[src/rtl/sap1_memory_unit.sv]
// SAP-1 memory unit: 4-bit MAR, 16x8 RAM on the W bus, and a byte-stream
// program loader that fills the RAM from address 0 with a running checksum.
module sap1_memory_unit #(
  parameter int DATA_W = 8
) (
  input  logic              clk,
  input  logic              clr_n,
  input  logic              Lm,
  input  logic              Ce,
  input  logic              we,
  input  logic [DATA_W-1:0] bus_in,
  output logic [DATA_W-1:0] bus_out,
  output logic              bus_oe,
  input  logic              prog_mode,
  input  logic              prog_valid,
  input  logic [DATA_W-1:0] prog_data,
  output logic              prog_ready,
  output logic              prog_done,
  output logic [DATA_W-1:0] checksum,
  output logic              err
);

  localparam logic [1:0] IDLE = 2'd0;
  localparam logic [1:0] LOAD = 2'd1;
  localparam logic [1:0] DONE = 2'd2;

  logic [1:0]        state;
  logic [3:0]        mar;
  logic [3:0]        ptr;
  logic [DATA_W-1:0] ram [16];
  logic [DATA_W-1:0] csum;
  logic              err_q;
  logic              live;
  logic              run_wr;
  logic              xfer;
  logic              fault;

  // Only the low nibble of the bus addresses the RAM.
  wire unused_bus_hi = ^bus_in[DATA_W-1:4];

  function automatic logic [DATA_W-1:0] csum_add(input logic [DATA_W-1:0] a,
                                                 input logic [DATA_W-1:0] b);
    return a + b;
  endfunction

  assign run_wr = !prog_mode && we && !Ce;
  assign xfer   = (state == LOAD) && prog_mode && prog_valid;
  assign fault  = prog_mode ? (Lm || Ce || we) : (Ce && we);

  // Reset release is registered so the release edge itself never acts.
  always_ff @(posedge clk or negedge clr_n) begin
    if (!clr_n) live <= 1'b0;
    else        live <= 1'b1;
  end

  always_ff @(posedge clk or negedge clr_n) begin
    if (!clr_n) begin
      state <= IDLE;
      ptr   <= '0;
      csum  <= '0;
    end else if (live) begin
      if (!prog_mode) begin
        state <= IDLE;
      end else begin
        case (state)
          IDLE: begin
            state <= LOAD;
            ptr   <= '0;
            csum  <= '0;
          end
          LOAD: begin
            if (prog_valid) begin
              ptr  <= ptr + 4'd1;
              csum <= csum_add(csum, prog_data);
              if (ptr == 4'd15) state <= DONE;
            end
          end
          DONE:    state <= DONE;
          default: state <= IDLE;
        endcase
      end
    end
  end

  always_ff @(posedge clk or negedge clr_n) begin
    if (!clr_n)                       mar <= '0;
    else if (live && !prog_mode && Lm) mar <= bus_in[3:0];
  end

  // Writes use the MAR value from before any same-edge Lm load.
  always_ff @(posedge clk or negedge clr_n) begin
    if (!clr_n) begin
      for (int i = 0; i < 16; i++) ram[i] <= '0;
    end else if (live) begin
      if (xfer)        ram[ptr] <= prog_data;
      else if (run_wr) ram[mar] <= bus_in;
    end
  end

  always_ff @(posedge clk or negedge clr_n) begin
    if (!clr_n)             err_q <= 1'b0;
    else if (live && fault) err_q <= 1'b1;
  end

  assign bus_out    = ram[mar];
  assign bus_oe     = Ce && !prog_mode;
  assign prog_ready = (state == LOAD) && prog_mode;
  assign prog_done  = (state == DONE);
  assign checksum   = csum;
  assign err        = err_q;

endmodule
[config.mk]
export PLATFORM = sky130hd
export DESIGN_NAME = sap1_memory_unit
export DESIGN_NICKNAME = d
export VERILOG_FILES = /design/src/rtl/sap1_memory_unit.sv
export SDC_FILE = /design/constraint.sdc
export NUM_CORES = 1
export LEC_CHECK = 0
export BUFFER_PORTS_ARGS = -buffer_cell sky130_fd_sc_hd__buf_2
export CAP_MARGIN = 20
export CORE_MARGIN = 2
export CORE_UTILIZATION = 43
export CTS_BUF_LIST = sky130_fd_sc_hd__clkbuf_8
export CTS_CLUSTER_SIZE = 10
export DETAILED_ROUTE_END_ITERATION = 16
export PLACE_DENSITY = 0.63
export RECOVER_POWER = 25
export SLEW_MARGIN = 10
export SYNTH_ARGS = -nofsm -noshare
export SYNTH_HDL_FRONTEND = slang
export SYNTH_SLANG_ARGS = --single-unit
[constraint.sdc]
create_clock -name clk -period 3.2 [get_ports clk]
set_clock_uncertainty 0.1 [all_clocks]
set_input_delay 0 -clock clk [delete_from_list [all_inputs] [get_ports clk]]
set_output_delay 0 -clock clk [all_outputs]
set_load 0.02 [all_outputs]
# Yosys cells after proc, flatten, opt, wreduce, memory -nomap -nowiden
# Cells that the tools add are included.
[word_totals]
wordCells = 77
ff_bits = 148
out_inout_bits = 20
inputBits = 23
[classes]
muxes = 20
addsub = 2
bitwise = 2
order_cmp = 4
n_eq_ne = 6
n_reduce_logical = 21
[ops]
columns = ["cell", "n"]
rows = [
  ["$bwmux 128", 2],
  ["$mux 128", 2],
  ["$demux 8 s4", 2],
  ["$mux 8", 5],
  ["$bmux 8 s4", 1],
  ["$pmux 8 s2", 1],
  ["$logic_and 1x1->1", 11],
  ["$ge 5x5->1 const B", 2],
  ["$lt 5x1->1 const B", 2],
  ["$not 4->5", 2],
  ["$add 8x8->8", 1],
  ["$pmux 4 s2", 1],
  ["$mux 2", 3],
  ["$pmux 2 s3", 1],
  ["$add 4x1->4 const B", 1],
  ["$eq 4x4->1 const B", 1],
  ["$mux 4", 1],
  ["$reduce_and 4->1", 1],
  ["$reduce_bool 2->1", 2],
  ["$ne 3x2->1 const B", 1],
  ["$ne 3x3->1 const B", 1],
  ["$reduce_and 3->1", 1],
  ["$eq 2x1->1 const B", 1],
  ["$eq 2x2->1 const B", 1],
  ["6 further kinds", 8],
]

# Longest topological paths before layout
# Gate-level depths: netlist of the first run.
[logic_depth]
depth_word = 8
mapped_depth = 9
depth_no_buf = 7

# Worst setup path after synthesis of the first run
# OpenSTA, ideal clock, no wires.
[synth_timing]
path_type = "register to register"
start = "register state[1]"
end = "register ram[32] (netlist name)"
required_ns = 2.975
path_slack_ns = 0.845
period_less_slack_ns = 2.355
path_buffers = 1
t_arrival_ns = 2.131
setup_ns = 0.125
stages_incl_launch_ff = 9
path_cell_list = "dfrtp_1 -> inv_1 -> ha_1 -> and2_1 -> nand2_2 -> buf_2 -> mux2_2 -> nor2_4 -> mux2_2"
[synth_via]
elab_chain_len = 5
elab_cells_between_ends = 6
classes_between = "1 x eq/ne; 1 x mux; 4 x reduce/logical"
[synth_lines]
columns = ["element", "line", "text"]
rows = [
  ["from (decl)", "27", "logic [1:0] state;"],
  ["from (signal assigned)", "58", "state <= IDLE;"],
  ["from (signal assigned)", "63", "state <= IDLE;"],
  ["from (signal assigned)", "67", "state <= LOAD;"],
  ["$eq 2x1->1 (*)", "--", ""],
  ["$logic_and 1x1->1 (*)", "--", ""],
  ["via prog_ready", "17", "output logic prog_ready,"],
  ["$logic_and 1x1->1 (*)", "47", "assign xfer = (state == LOAD) && prog_mode && prog_valid;"],
  ["$reduce_bool 2->1 (no line)", "--", ""],
  ["$reduce_and 2->1 (no line)", "--", ""],
  ["to (signal, indexed assignment)", "95", "if (xfer) ram[ptr] <= prog_data;"],
  ["to (signal, indexed assignment)", "96", "else if (run_wr) ram[mar] <= bus_in;"],
  ["to (decl)", "30", "logic [DATA_W-1:0] ram [16];"],
]
# The timed path passes the listed nets; every way through them passes the cells marked *.
# A chain may end at the register's enable or synchronous reset.

# Worst setup path after layout of the first run
[layout_timing]
start = "register mar[0]"
end = "output bus_out[4]"
[layout_via]
elab_chain_len = 4
[layout_lines]
columns = ["element", "line", "text"]
rows = [
  ["from (decl)", "28", "logic [3:0] mar;"],
  ["from (signal assigned)", "87", "else if (live && !prog_mode && Lm) mar <= bus_in[3:0];"],
  ["$not 4->5 (not written as such)", "105", "assign bus_out = ram[mar];"],
  ["$bmux 8 s4", "105", ""],
  ["$mux 8 (not written as such) (2 in series)", "105", ""],
  ["to (decl)", "12", "output logic [DATA_W-1:0] bus_out,"],
]
# Every way passes these cells. The select of a mux whose other input is x is not followed.

==> results of run 1 <==
-- layout by cell type (no fill, tap or decap), drive strengths merged, types with 2 or more instances in the layout --
cell type	Yosys	routed
nand3	14	14
nor3	2	2
o21ai	20	20
buf	31	63
a211oi	2	2
nand2	53	53
xnor2	4	4
a22o	3	3
bufinv	0	4
mux2	147	147
ha	15	15
o22ai	128	128
nor2	21	21
and2	2	2
dfrtp	148	148
clkbuf	14	19
a21oi	6	6
dlygate4sd3	0	24
xor2	2	2
clkinvlp	0	2
clkinv	0	6
nor2b	8	8
inv	8	10
mux4	40	40
-- repair_timing --
action / in CTS / in global routing
endpoints found under the hold margin: 104 / 0
hold buffers: 24 / 0
endpoints found under the setup margin: 0 / 0
setup buffers: 0 / 0
-- final cells by class --
cell class / instances / area [sq um]
Clock buffer: 18 / 248
Fill cell: 1731 / 9720
Sequential cell: 148 / 3700
Timing Repair Buffer: 88 / 628
Multi-Input combinational cell: 480 / 4420
Inverter: 8 / 30.0
Clock inverter: 14 / 185
Tap cell: 265 / 332
-- registers in the layout (all words and copies together), names as in the netlist --
register,cells
ram,128
checksum,8
mar,4
ptr,4
state,2
err,1
live,1
-- worst paths after layout --
kind	cells after the start	slack [ns]	endpoint
worst max-delay path	4	0.25	bus_out[4]
worst min-delay path	5	0.28	ram[28]$_DFFE_PN0P_
worst max register to register	8	0.39	ram[20]$_DFFE_PN0P_
worst min register to register	1	0.38	err$_DFFE_PN0P_
max in group asynchronous	2	0.87	mar[0]$_DFFE_PN0P_
min in group asynchronous	2	0.62	checksum[4]$_DFFE_PN0P_
-- cell families after synthesis --
logic type,synth area share [%]
flops,44.2
compound gates,12.3
other cells,0.0448
simple gates,6.81
mux,30.5
xor+xnor,0.627
buf+inv,3.06
fa+ha+maj,2.48
-- routing by layer --
layer  vias up  share of wire, %
li1       2776                 -
met3        48               8.1
met5         -                 0
met2       293                48
met1      3303                41
met4         0               3.0
-- cell usage after synthesis, types with 2 or more instances --
cell type                  number
sky130_fd_sc_hd__nor2_1         7
sky130_fd_sc_hd__a211oi_1       2
sky130_fd_sc_hd__mux4_2        40
sky130_fd_sc_hd__inv_1          8
sky130_fd_sc_hd__mux2_1        12
sky130_fd_sc_hd__xor2_1         2
sky130_fd_sc_hd__buf_6          3
sky130_fd_sc_hd__nor2b_1        8
sky130_fd_sc_hd__o21ai_0       19
sky130_fd_sc_hd__o22ai_1      128
sky130_fd_sc_hd__nand3_1       13
sky130_fd_sc_hd__and2_1         2
sky130_fd_sc_hd__a21oi_1        5
sky130_fd_sc_hd__xnor2_1        4
sky130_fd_sc_hd__buf_1          2
sky130_fd_sc_hd__nand2_1       51
sky130_fd_sc_hd__ha_1          15
sky130_fd_sc_hd__a22o_1         3
sky130_fd_sc_hd__mux2_2       135
sky130_fd_sc_hd__nor3_1         2
sky130_fd_sc_hd__dfrtp_1      148
sky130_fd_sc_hd__buf_2         25
sky130_fd_sc_hd__clkbuf_1      14
sky130_fd_sc_hd__nor2_4        13
sky130_fd_sc_hd__nand2_2        2
-- worst register-to-register path, delay by kind of cell, from the launching register on --
| kind | cells | cell delay [ns] |
|---|---|---|
| flip-flops | 1 | 0.40 |
| buffers and inverters | 2 | 0.35 |
| multiplexers | 1 | 0.30 |
| AND/OR/NAND/NOR | 3 | 1.24 |
| adder cells (fa/ha/maj) | 1 | 0.24 |
| AO/OA/AOI/OAI | 1 | 0.06 |
-- per-stage QoR --
step | cells | util [%]
floorplan | 681 | -
global placement | 965 | 46.1
detailed placement | 965 | 46.1
CTS | 1021 | 49.6
global route | 1021 | 49.5
finish | 1021 | 49.5
-- power by group --
group          switching, uW  internal [uW]  total [uW]
Sequential               142           2010        2150
Clock                    752            866        1620
Combinational            887            596        1480
Total                   1780           3470        5250
==> insert_results.sql, run 1 <==
INSERT INTO impl_metrics (metric_group, metric, value, unit) VALUES
('sta', 'post_route_setup_slack', '0.247', 'ns'),
('logic_synthesis', 'synth_top_cell_by_area', 'sky130_fd_sc_hd__dfrtp_1', ''),
('final_layout', 'final_area', '9550', 'sq um'),
('cts', 'htree_levels', '4', ''),
('power', 'leakagePower', '0.00416', 'uW'),
('die', 'rows', '51', ''),
('setup_path', 'reg_to_reg_startpoint', 'state[1]$_DFFE_PN0P_', ''),
('placement', 'detailedPlace.worstSlack', '0.406', 'ns'),
('global_routing', 'grt_use_total', '24.9', '%'),
('global_routing', 'grt_max_degree', '91', ''),
('power', 'power-per-cell-area', '550', 'nW/um^2'),
('global_routing', 'wire_length_of_the_first_global_routing_pass', '38500', 'microns'),
('logic_synthesis', 'ys_dominant_reg_cell', 'sky130_fd_sc_hd__dfrtp_1', ''),
('cts', 'ctsResizeCount', '0', ''),
('sta', 'timing.final.crit_period', '2.95', 'ns'),
('cts', 'clock_edge_transition_at_the_registers_on_the_reported_setup_and_hold_paths', '0.08', 'ns'),
('global_routing', 'global_route.peak_usage_layer', 'met2', ''),
('sta', 'final_max_slew_viol_count', '90', ''),
('sta', 'fin_tns_setup', '0', 'ns'),
('placement', 'place_congestion', '0.910', ''),
('job', 'maxCapViolations', '1', ''),
('global_routing', 'use_met2', '39.3', '%'),
('logic_synthesis', 'yosys.area.top_type_share', '44.2', '%'),
('setup_path', 'timing.critical_path.cells', 'buf_4, mux4_2, mux4_2, buf_2', ''),
('cts', 'tritoncts.num_buffers', '17', ''),
('outcome', 'status', 'finished, violations left', ''),
('outcome', 'failing_checks', 'capacitance limit, slew limit', ''),
('die', 'die_h', '144', 'microns'),
('detailed_routing', 'dr.pass1.iters', '5', ''),
('placement', 'placed_cell_area', '8880', 'sq um'),
('global_routing', 'grt.met3_usage', '7.03', '%'),
('die', 'width_of_the_die', '144', 'microns'),
('global_routing', 'gr-usage-met1', '32.4', '%'),
('logic_synthesis', 'syn-num-nets', '720', ''),
('power', 'totalPowerFinal', '5250', 'uW'),
('setup_path', 'worstPathArrival', '2.85', 'ns'),
('cts', 'clock_tree.buffer_depth', '2', ''),
('final_layout', 'nets', '782', ''),
('setup_path', 'critical-path-slowest-cell', 'sky130_fd_sc_hd__dfrtp_2', ''),
('min_path', 'min_path_type', 'in2reg', ''),
('sta', 'hold_viol_final', '0', ''),
('detailed_routing', 'first_iter_violations', '533', ''),
('setup_path', 'worst_stage_delay_on_the_critical_path', '0.71', 'ns'),
('cts', 'tritoncts', 'done', ''),
('logic_synthesis', 'synth_enable_flop_cells', '0', ''),
('global_routing', 'first_global_vias', '6686', ''),
('final_layout', 'flow.area_growth_from_synthesis', '13.9', '%'),
('detailed_routing', 'route.detailed.drc', '0', ''),
('sta', 'report.final.setup_viol', '0', ''),
('setup_path', 'timing.critical_path.from', 'mar[0]$_DFFE_PN0P_', ''),
('sta', 'max-slew-margin-rel', '-51.7', '%'),
('logic_synthesis', 'avgSynthCellArea', '12.3', 'sq um'),
('sta', 'worst-slew-pin-transition', '2.27', 'ns'),
('setup_path', 'worstPathBufferInverterCount', '2', ''),
('setup_path', 'worstPathMaxFanout', '16', ''),
('min_path', 'worst_hold_path_startpoint', 'Ce', ''),
('logic_synthesis', 'yosys_warnings', '0', ''),
('setup_path', 'critPathMostFrequentCell', 'sky130_fd_sc_hd__mux4_2', ''),
('die', 'dieArea', '20600', 'sq um'),
('detailed_routing', 'detail_route.wl_per_cell', '23.8', 'microns'),
('logic_synthesis', 'synth.lib_cells_used.distinct', '43', ''),
('die', 'initial_core_util', '43.5', '%'),
('detailed_routing', 'routed-via-count', '6420', ''),
('logic_synthesis', 'ys_seq_elements', '148', ''),
('setup_path', 'timing.critical_path.to_type', 'output pin', ''),
('placement', 'count_of_input_and_output_buffers', '42', ''),
('sta', 'rsz_0062_raised_after_global_routing', 'false', ''),
('logic_synthesis', 'synthTopCellsByArea', 'sky130_fd_sc_hd__dfrtp_1, sky130_fd_sc_hd__mux2_2, sky130_fd_sc_hd__mux4_2', ''),
('cts', 'cts.sinks', '148', ''),
('cts', 'clock-root-buffer', 'sky130_fd_sc_hd__clkbuf_8', ''),
('setup_path', 'critical_path_class', 'reg2out', '');
No activity file was read; power rests on OpenSTA's default activity.
==> run 2: changes to the inputs <==
==> constraint.sdc (replaced) <==
create_clock -name clk -period 3.2 [get_ports clk]
set_clock_uncertainty 0.1 [all_clocks]
set_input_delay 0 -clock clk [delete_from_list [all_inputs] [get_ports clk]]
set_output_delay 0 -clock clk [all_outputs]
set_load 0.01 [all_outputs]
==> insert_results.sql, run 2 (synthesized netlist as in run 1, its figures left out) <==
INSERT INTO impl_metrics (metric_group, metric, value, unit) VALUES
('sta', 'worst-slew-pin-transition', '2.20', 'ns'),
('power', 'power-per-cell-area', '537', 'nW/um^2'),
('sta', 'maxClockFrequency', '344', 'MHz'),
('die', 'dieArea', '20600', 'sq um'),
('detailed_routing', 'antenna_left', '0', ''),
('detailed_routing', 'via_per_inst', '6.30', ''),
('setup_path', 'timing.critical_path.to_type', 'output pin', ''),
('sta', 'timing.final.crit_period', '2.90', 'ns'),
('global_routing', 'grt_max_degree', '84', ''),
('cts', 'htree_levels', '4', ''),
('sta', 'fin_tns_setup', '0', 'ns'),
('placement', 'placed_cell_area', '8890', 'sq um'),
('final_layout', 'commonest_non_fill_non_tap_cells_in_the_layout', 'sky130_fd_sc_hd__dfrtp_1, sky130_fd_sc_hd__mux2_2, sky130_fd_sc_hd__o22ai_1', ''),
('final_layout', 'top_register', 'ram', ''),
('die', 'width_of_the_die', '144', 'microns'),
('cts', 'clock_edge_transition_at_the_registers_on_the_reported_setup_and_hold_paths', '0.08', 'ns'),
('sta', 'fin_crit_sh', '90.8', '%'),
('sta', 'final_max_slew_viol_count', '84', ''),
('final_layout', 'flow.area_growth_from_synthesis', '13.9', '%'),
('sta', 'rsz_0062_raised_after_global_routing', 'false', ''),
('die', 'initial_core_util', '43.5', '%'),
('die', 'core_region_area', '19300', 'sq um'),
('setup_path', 'required', '3.10', 'ns'),
('power', 'vdd.ir_drop.worst', '0.000286', 'V'),
('cts', 'ctsResizeCount', '0', ''),
('detailed_routing', 'dr.pass1.iters', '5', ''),
('placement', 'detailedPlace.worstSlack', '0.538', 'ns'),
('cts', 'clock-root-buffer', 'sky130_fd_sc_hd__clkbuf_8', ''),
('final_layout', 'largest_register_ffs', '128', ''),
('global_routing', 'grt-ovfl-total', '0', ''),
('global_routing', 'first_global_vias', '6751', ''),
('min_path', 'min_delay_path_depth', '3', ''),
('outcome', 'status', 'finished, violations left', ''),
('setup_path', 'critical_path.reg2reg.endpoint', 'ram[70]$_DFFE_PN0P_', ''),
('sta', 'hold_viol_final', '0', ''),
('final_layout', 'layout.cells.most_common', 'sky130_fd_sc_hd__dfrtp_1', ''),
('final_layout', 'nets', '786', ''),
('setup_path', 'worstPathArrival', '2.80', 'ns'),
('sta', 'report.final.setup_viol', '0', ''),
('sta', 'post_route_setup_slack', '0.295', 'ns'),
('detailed_routing', 'detail_route.wl_per_cell', '24.0', 'microns'),
('setup_path', 'worst-r2r-cell-count', '7', ''),
('cts', 'cts.sinks', '148', ''),
('placement', 'count_of_input_and_output_buffers', '42', ''),
('global_routing', 'wire_length_of_the_first_global_routing_pass', '38800', 'microns'),
('cts', 'tritoncts.num_buffers', '17', ''),
('min_path', 'worst_hold_path.endpoint', 'bus_oe', ''),
('global_routing', 'grt_use_total', '25.4', '%'),
('die', 'rows', '51', ''),
('final_layout', 'final_layout_size_suffix_gt1_share', '38.6', '%'),
('min_path', 'worst_hold_path_startpoint', 'Ce', ''),
('die', 'io_pins', '43', ''),
('setup_path', 'worstPathMaxFanout', '14', ''),
('detailed_routing', 'routed-via-count', '6457', ''),
('placement', 'detailed_place_hpwl', '16500', 'microns'),
('global_routing', 'number_of_antenna_violations_at_the_first_check_in_global_routing', '1', ''),
('cts', 'clock_latency_at_the_later_pin_of_the_worst_skew_pair', '0.48', 'ns'),
('sta', 'whs', '0.250', 'ns'),
('setup_path', 'critical_path_class', 'reg2out', ''),
('min_path', 'min_path_type', 'in2out', ''),
('power', 'leakagePower', '0.00416', 'uW'),
('die', 'die_h', '144', 'microns'),
('job', 'maxCapViolations', '1', ''),
('setup_path', 'r2r_setup_slack', '0.40', 'ns'),
('detailed_routing', 'route.detailed.drc', '0', ''),
('setup_path', 'worst_setup_path_start_kind', 'register', ''),
('setup_path', 'reg_to_reg_startpoint', 'state[1]$_DFFE_PN0P_', ''),
('detailed_routing', 'finalWirelength', '24600', 'microns'),
('final_layout', 'final_area', '9540', 'sq um'),
('cts', 'tritoncts', 'done', ''),
('sta', 'max-slew-margin-rel', '-46.7', '%'),
('placement', 'place_congestion', '0.884', ''),
('outcome', 'failing_checks', 'capacitance limit, slew limit', ''),
('cts', 'clock_tree.buffer_depth', '2', ''),
('detailed_routing', 'first_iter_violations', '572', '');
run 2: timing repair:
action                    in CTS  in global routing
buffers inserted               0                  0
hold buffers                  25                  0
hold endpoints to repair      97                  0
run 2: critical path: stages, from the launching register on:
cell and delay (ns):
sky130_fd_sc_hd__dfrtp_2 0.64, sky130_fd_sc_hd__buf_4 0.38, sky130_fd_sc_hd__mux4_2 0.60, sky130_fd_sc_hd__mux4_2 0.54, sky130_fd_sc_hd__buf_2 0.16
run 2: cell type report:
type | instances | area (sq um)
clock inverters | 13 | 158
fillers | 1722 | 9730
diodes | 1 | 2.50
flip-flops and latches | 148 | 3700
clock buffers | 18 | 248
multi-input cells | 480 | 4420
well taps | 265 | 332
inverters | 8 | 30.0
repair buffers | 92 | 648
run 2: metal layers:
metal	track usage (%)	vias to the layer above	routed length (microns)	share of wire, %
met1	34.7	3349	10600	43
met2	39.2	291	11600	47
met5	0	-	0	0
met4	9.86	0	756	3.1
met3	5.93	54	1720	7.0
li1	-	2763	-	-
run 2: through the flow:
stage	instances	power [uW]	util (%)
final	1025	5120	49.5
after global routing	1024	5370	49.5
after CTS	1024	5130	49.5
after detailed placement	968	3540	46.1
after global placement	968	3490	46.1
after floorplan	681	3100	-
run 2: worst max-delay path by stage:
stage / startpoint / to / slack (ns) / cells after the start
after floorplan: state[1]$_DFFE_PN0P_ / ram[32]$_DFFE_PN0P_ / 0.90 / 8
after global placement: state[1]$_DFFE_PN0P_ / ram[104]$_DFFE_PN0P_ / 0.59 / 7
after detailed placement: state[1]$_DFFE_PN0P_ / ram[97]$_DFFE_PN0P_ / 0.54 / 8
after CTS: mar[0]$_DFFE_PN0P_ / bus_out[6] / 0.28 / 4
after global routing: mar[0]$_DFFE_PN0P_ / bus_out[6] / 0.19 / 4
final: mar[0]$_DFFE_PN0P_ / bus_out[1] / 0.30 / 4
run 2: power by group:
part | internal, uW | leakage [uW] | switching [uW]
Sequential | 2010 | 0.00204 | 137
Combinational | 600 | 0.00192 | 845
Clock | 784 | 0.000203 | 741
==> run 3: changes to the inputs <==
--- a/config.mk
+++ b/config.mk
@@ -8,11 +8,11 @@
 export BUFFER_PORTS_ARGS = -buffer_cell sky130_fd_sc_hd__buf_2
 export CAP_MARGIN = 20
 export CORE_MARGIN = 2
-export CORE_UTILIZATION = 43
+export CORE_UTILIZATION = 50
 export CTS_BUF_LIST = sky130_fd_sc_hd__clkbuf_8
 export CTS_CLUSTER_SIZE = 10
 export DETAILED_ROUTE_END_ITERATION = 16
-export PLACE_DENSITY = 0.63
+export PLACE_DENSITY = 0.71
 export RECOVER_POWER = 25
 export SLEW_MARGIN = 10
 export SYNTH_ARGS = -nofsm -noshare
==> insert_results.sql, run 3 (synthesized netlist as in run 1, its figures left out) <==
INSERT INTO impl_metrics (metric_group, metric, value, unit) VALUES
('sta', 'whs', '0.247', 'ns'),
('sta', 'hold_viol_final', '0', ''),
('global_routing', 'grt-ovfl-total', '0', ''),
('global_routing', 'grt_use_total', '27.8', '%'),
('setup_path', 'critical_path.reg2reg.endpoint', 'ram[68]$_DFFE_PN0P_', ''),
('global_routing', 'wire_length_of_the_first_global_routing_pass', '37600', 'microns'),
('global_routing', 'first_global_vias', '6733', ''),
('setup_path', 'r2r_setup_slack', '0.37', 'ns'),
('setup_path', 'timing.critical_path.cells', 'buf_4, mux4_2, mux4_2, buf_2', ''),
('cts', 'clock_edge_transition_at_the_registers_on_the_reported_setup_and_hold_paths', '0.09', 'ns'),
('global_routing', 'number_of_antenna_violations_at_the_first_check_in_global_routing', '0', ''),
('cts', 'clock_latency_at_the_later_pin_of_the_worst_skew_pair', '0.48', 'ns'),
('setup_path', 'timing.critical_path.to_type', 'output pin', ''),
('setup_path', 'reg_to_reg_startpoint', 'state[1]$_DFFE_PN0P_', ''),
('setup_path', 'critical_path_class', 'reg2out', ''),
('sta', 'fin_tns_setup', '0', 'ns'),
('placement', 'detailed_place_hpwl', '15500', 'microns'),
('min_path', 'min_path_type', 'in2reg', ''),
('sta', 'report.final.setup_viol', '0', ''),
('placement', 'place_congestion', '0.916', ''),
('cts', 'htree_levels', '4', ''),
('setup_path', 'worstPathArrival', '2.77', 'ns'),
('cts', 'cts.sinks', '148', ''),
('detailed_routing', 'finalWirelength', '24000', 'microns'),
('power', 'leakagePower', '0.00412', 'uW'),
('final_layout', 'layout.cells.most_common', 'sky130_fd_sc_hd__dfrtp_1', ''),
('sta', 'maxClockFrequency', '348', 'MHz'),
('job', 'maxCapViolations', '1', ''),
('final_layout', 'commonest_non_fill_non_tap_cells_in_the_layout', 'sky130_fd_sc_hd__dfrtp_1, sky130_fd_sc_hd__mux2_2, sky130_fd_sc_hd__o22ai_1', ''),
('die', 'core_region_area', '16500', 'sq um'),
('die', 'dieArea', '17800', 'sq um'),
('die', 'io_pins', '43', ''),
('final_layout', 'sequential_cell_area', '3700', 'sq um'),
('cts', 'clock-root-buffer', 'sky130_fd_sc_hd__clkbuf_8', ''),
('setup_path', 'worstPathMaxFanout', '20', ''),
('placement', 'count_of_input_and_output_buffers', '42', ''),
('setup_path', 'worst-r2r-cell-count', '7', ''),
('setup_path', 'critPathMostFrequentCell', 'sky130_fd_sc_hd__mux4_2', ''),
('setup_path', 'critical-path-slowest-cell', 'sky130_fd_sc_hd__mux4_2', ''),
('sta', 'max-slew-margin-rel', '-58.2', '%'),
('detailed_routing', 'via_per_inst', '6.71', ''),
('sta', 'fin_crit_sh', '89.7', '%'),
('global_routing', 'grt_max_degree', '91', ''),
('final_layout', 'area_of_the_multi_input_gates', '4420', 'sq um'),
('final_layout', 'nets', '775', ''),
('setup_path', 'required', '3.10', 'ns'),
('final_layout', 'fin_util', '57.2', '%'),
('outcome', 'failing_checks', 'capacitance limit, slew limit', ''),
('sta', 'rsz_0062_raised_after_global_routing', 'false', ''),
('final_layout', 'largest_register_ffs', '128', ''),
('power', 'power-per-cell-area', '547', 'nW/um^2'),
('final_layout', 'flow.area_growth_from_synthesis', '12.4', '%'),
('detailed_routing', 'detail_route.wl_per_cell', '24.8', 'microns'),
('die', 'rows', '47', ''),
('final_layout', 'antennaDiodeCount', '0', ''),
('die', 'die_h', '133', 'microns'),
('setup_path', 'worst_stage_delay_on_the_critical_path', '0.64', 'ns'),
('outcome', 'status', 'finished, violations left', ''),
('sta', 'timing.final.crit_period', '2.87', 'ns'),
('detailed_routing', 'first_iter_violations', '702', ''),
('cts', 'tritoncts', 'done', ''),
('die', 'initial_core_util', '50.9', '%'),
('cts', 'clock_tree.buffer_depth', '2', ''),
('sta', 'worst-slew-pin-transition', '2.37', 'ns'),
('final_layout', 'layout.filler_cells', '1351', ''),
('power', 'vdd.ir_drop.worst', '0.000299', 'V'),
('die', 'width_of_the_die', '133', 'microns'),
('sta', 'final_max_slew_viol_count', '90', ''),
('final_layout', 'final_layout_size_suffix_gt1_share', '38.0', '%'),
('setup_path', 'critical_path_capture_point', 'bus_out[6]', ''),
('cts', 'tritoncts.num_buffers', '17', ''),
('detailed_routing', 'dr.pass1.iters', '5', ''),
('detailed_routing', 'routed-via-count', '6499', ''),
('setup_path', 'timing.critical_path.from', 'mar[0]$_DFFE_PN0P_', ''),
('setup_path', 'worst_setup_path_start_kind', 'register', ''),
('detailed_routing', 'antenna_left', '0', ''),
('final_layout', 'top_register', 'ram', ''),
('detailed_routing', 'route.detailed.drc', '0', '');
## run 3: changes by cell type in the layout (fill, tap and decap cells not counted), sizes merged
cell	before	now
dlygate4sd3	25	24
clkinvlp	3	2
inv	11	12
clkbuf	19	18
diode	1	0
clkinv	4	5
buf	66	56
## run 3: timing repair
item | 4_1_cts | 5_1_grt
hold buffers | 24 | 0
resized for setup | 0 | 0
hold endpoints to repair | 104 | 0
setup endpoints to repair | 0 | 0
buffers inserted | 0 | 0
## run 3: power by group
part	internal, uW	switching [uW]	leakage [uW]
Clock	776	787	0.000203
Combinational	587	845	0.00187
Sequential	2010	143	0.00204
Total	3370	1770	0.00411
## run 3: worst min-delay path by stage
stage | start | end | slack, ns | cells past startpoint
CTS | clr_n | checksum[5]$_DFFE_PN0P_ | 0.11 | 2
global route | Ce | bus_oe | 0.28 | 3
global placement | clr_n | checksum[5]$_DFFE_PN0P_ | 0.03 | 1
floorplan | clr_n | checksum[0]$_DFFE_PN0P_ | -0.40 | 0
detailed placement | clr_n | checksum[5]$_DFFE_PN0P_ | 0.04 | 1
finish | Ce | ram[117]$_DFFE_PN0P_ | 0.25 | 5
## run 3: cell type report
class / instances / area share, %
Timing Repair Buffer: 81 / 6.11
Inverter: 8 / 0.319
Sequential cell: 148 / 39.3
Multi-Input combinational cell: 480 / 46.9
Clock inverter: 14 / 1.87
Tap cell: 220 / 2.92
Clock buffer: 17 / 2.49
## run 3: per-layer routing
metal | track usage, % | part of all wire, %
met5 | 0 | 0
met3 | 6.32 | 8.2
met2 | 43.7 | 47
met4 | 14.8 | 4.4
met1 | 36.2 | 40
## run 3: critical path, delay by kind of cell, from the launching register on
family,cells,cell delay [ns]
muxes,2,1.15
buffers and inverters,2,0.60
DFF,1,0.53
## run 3: per-stage QoR
stage          power (uW)  instance area, sq um  setup slack (ns)  std cells
4_1_cts              5120                  9420             0.322        968
6_report             5150                  9420             0.330        968
3_5_place_dp         3520                  8770             0.476        913
3_3_place_gp         3460                  8770             0.507        913
2_1_floorplan        3100                  8380             0.901        681
5_1_grt              5350                  9420             0.245        968
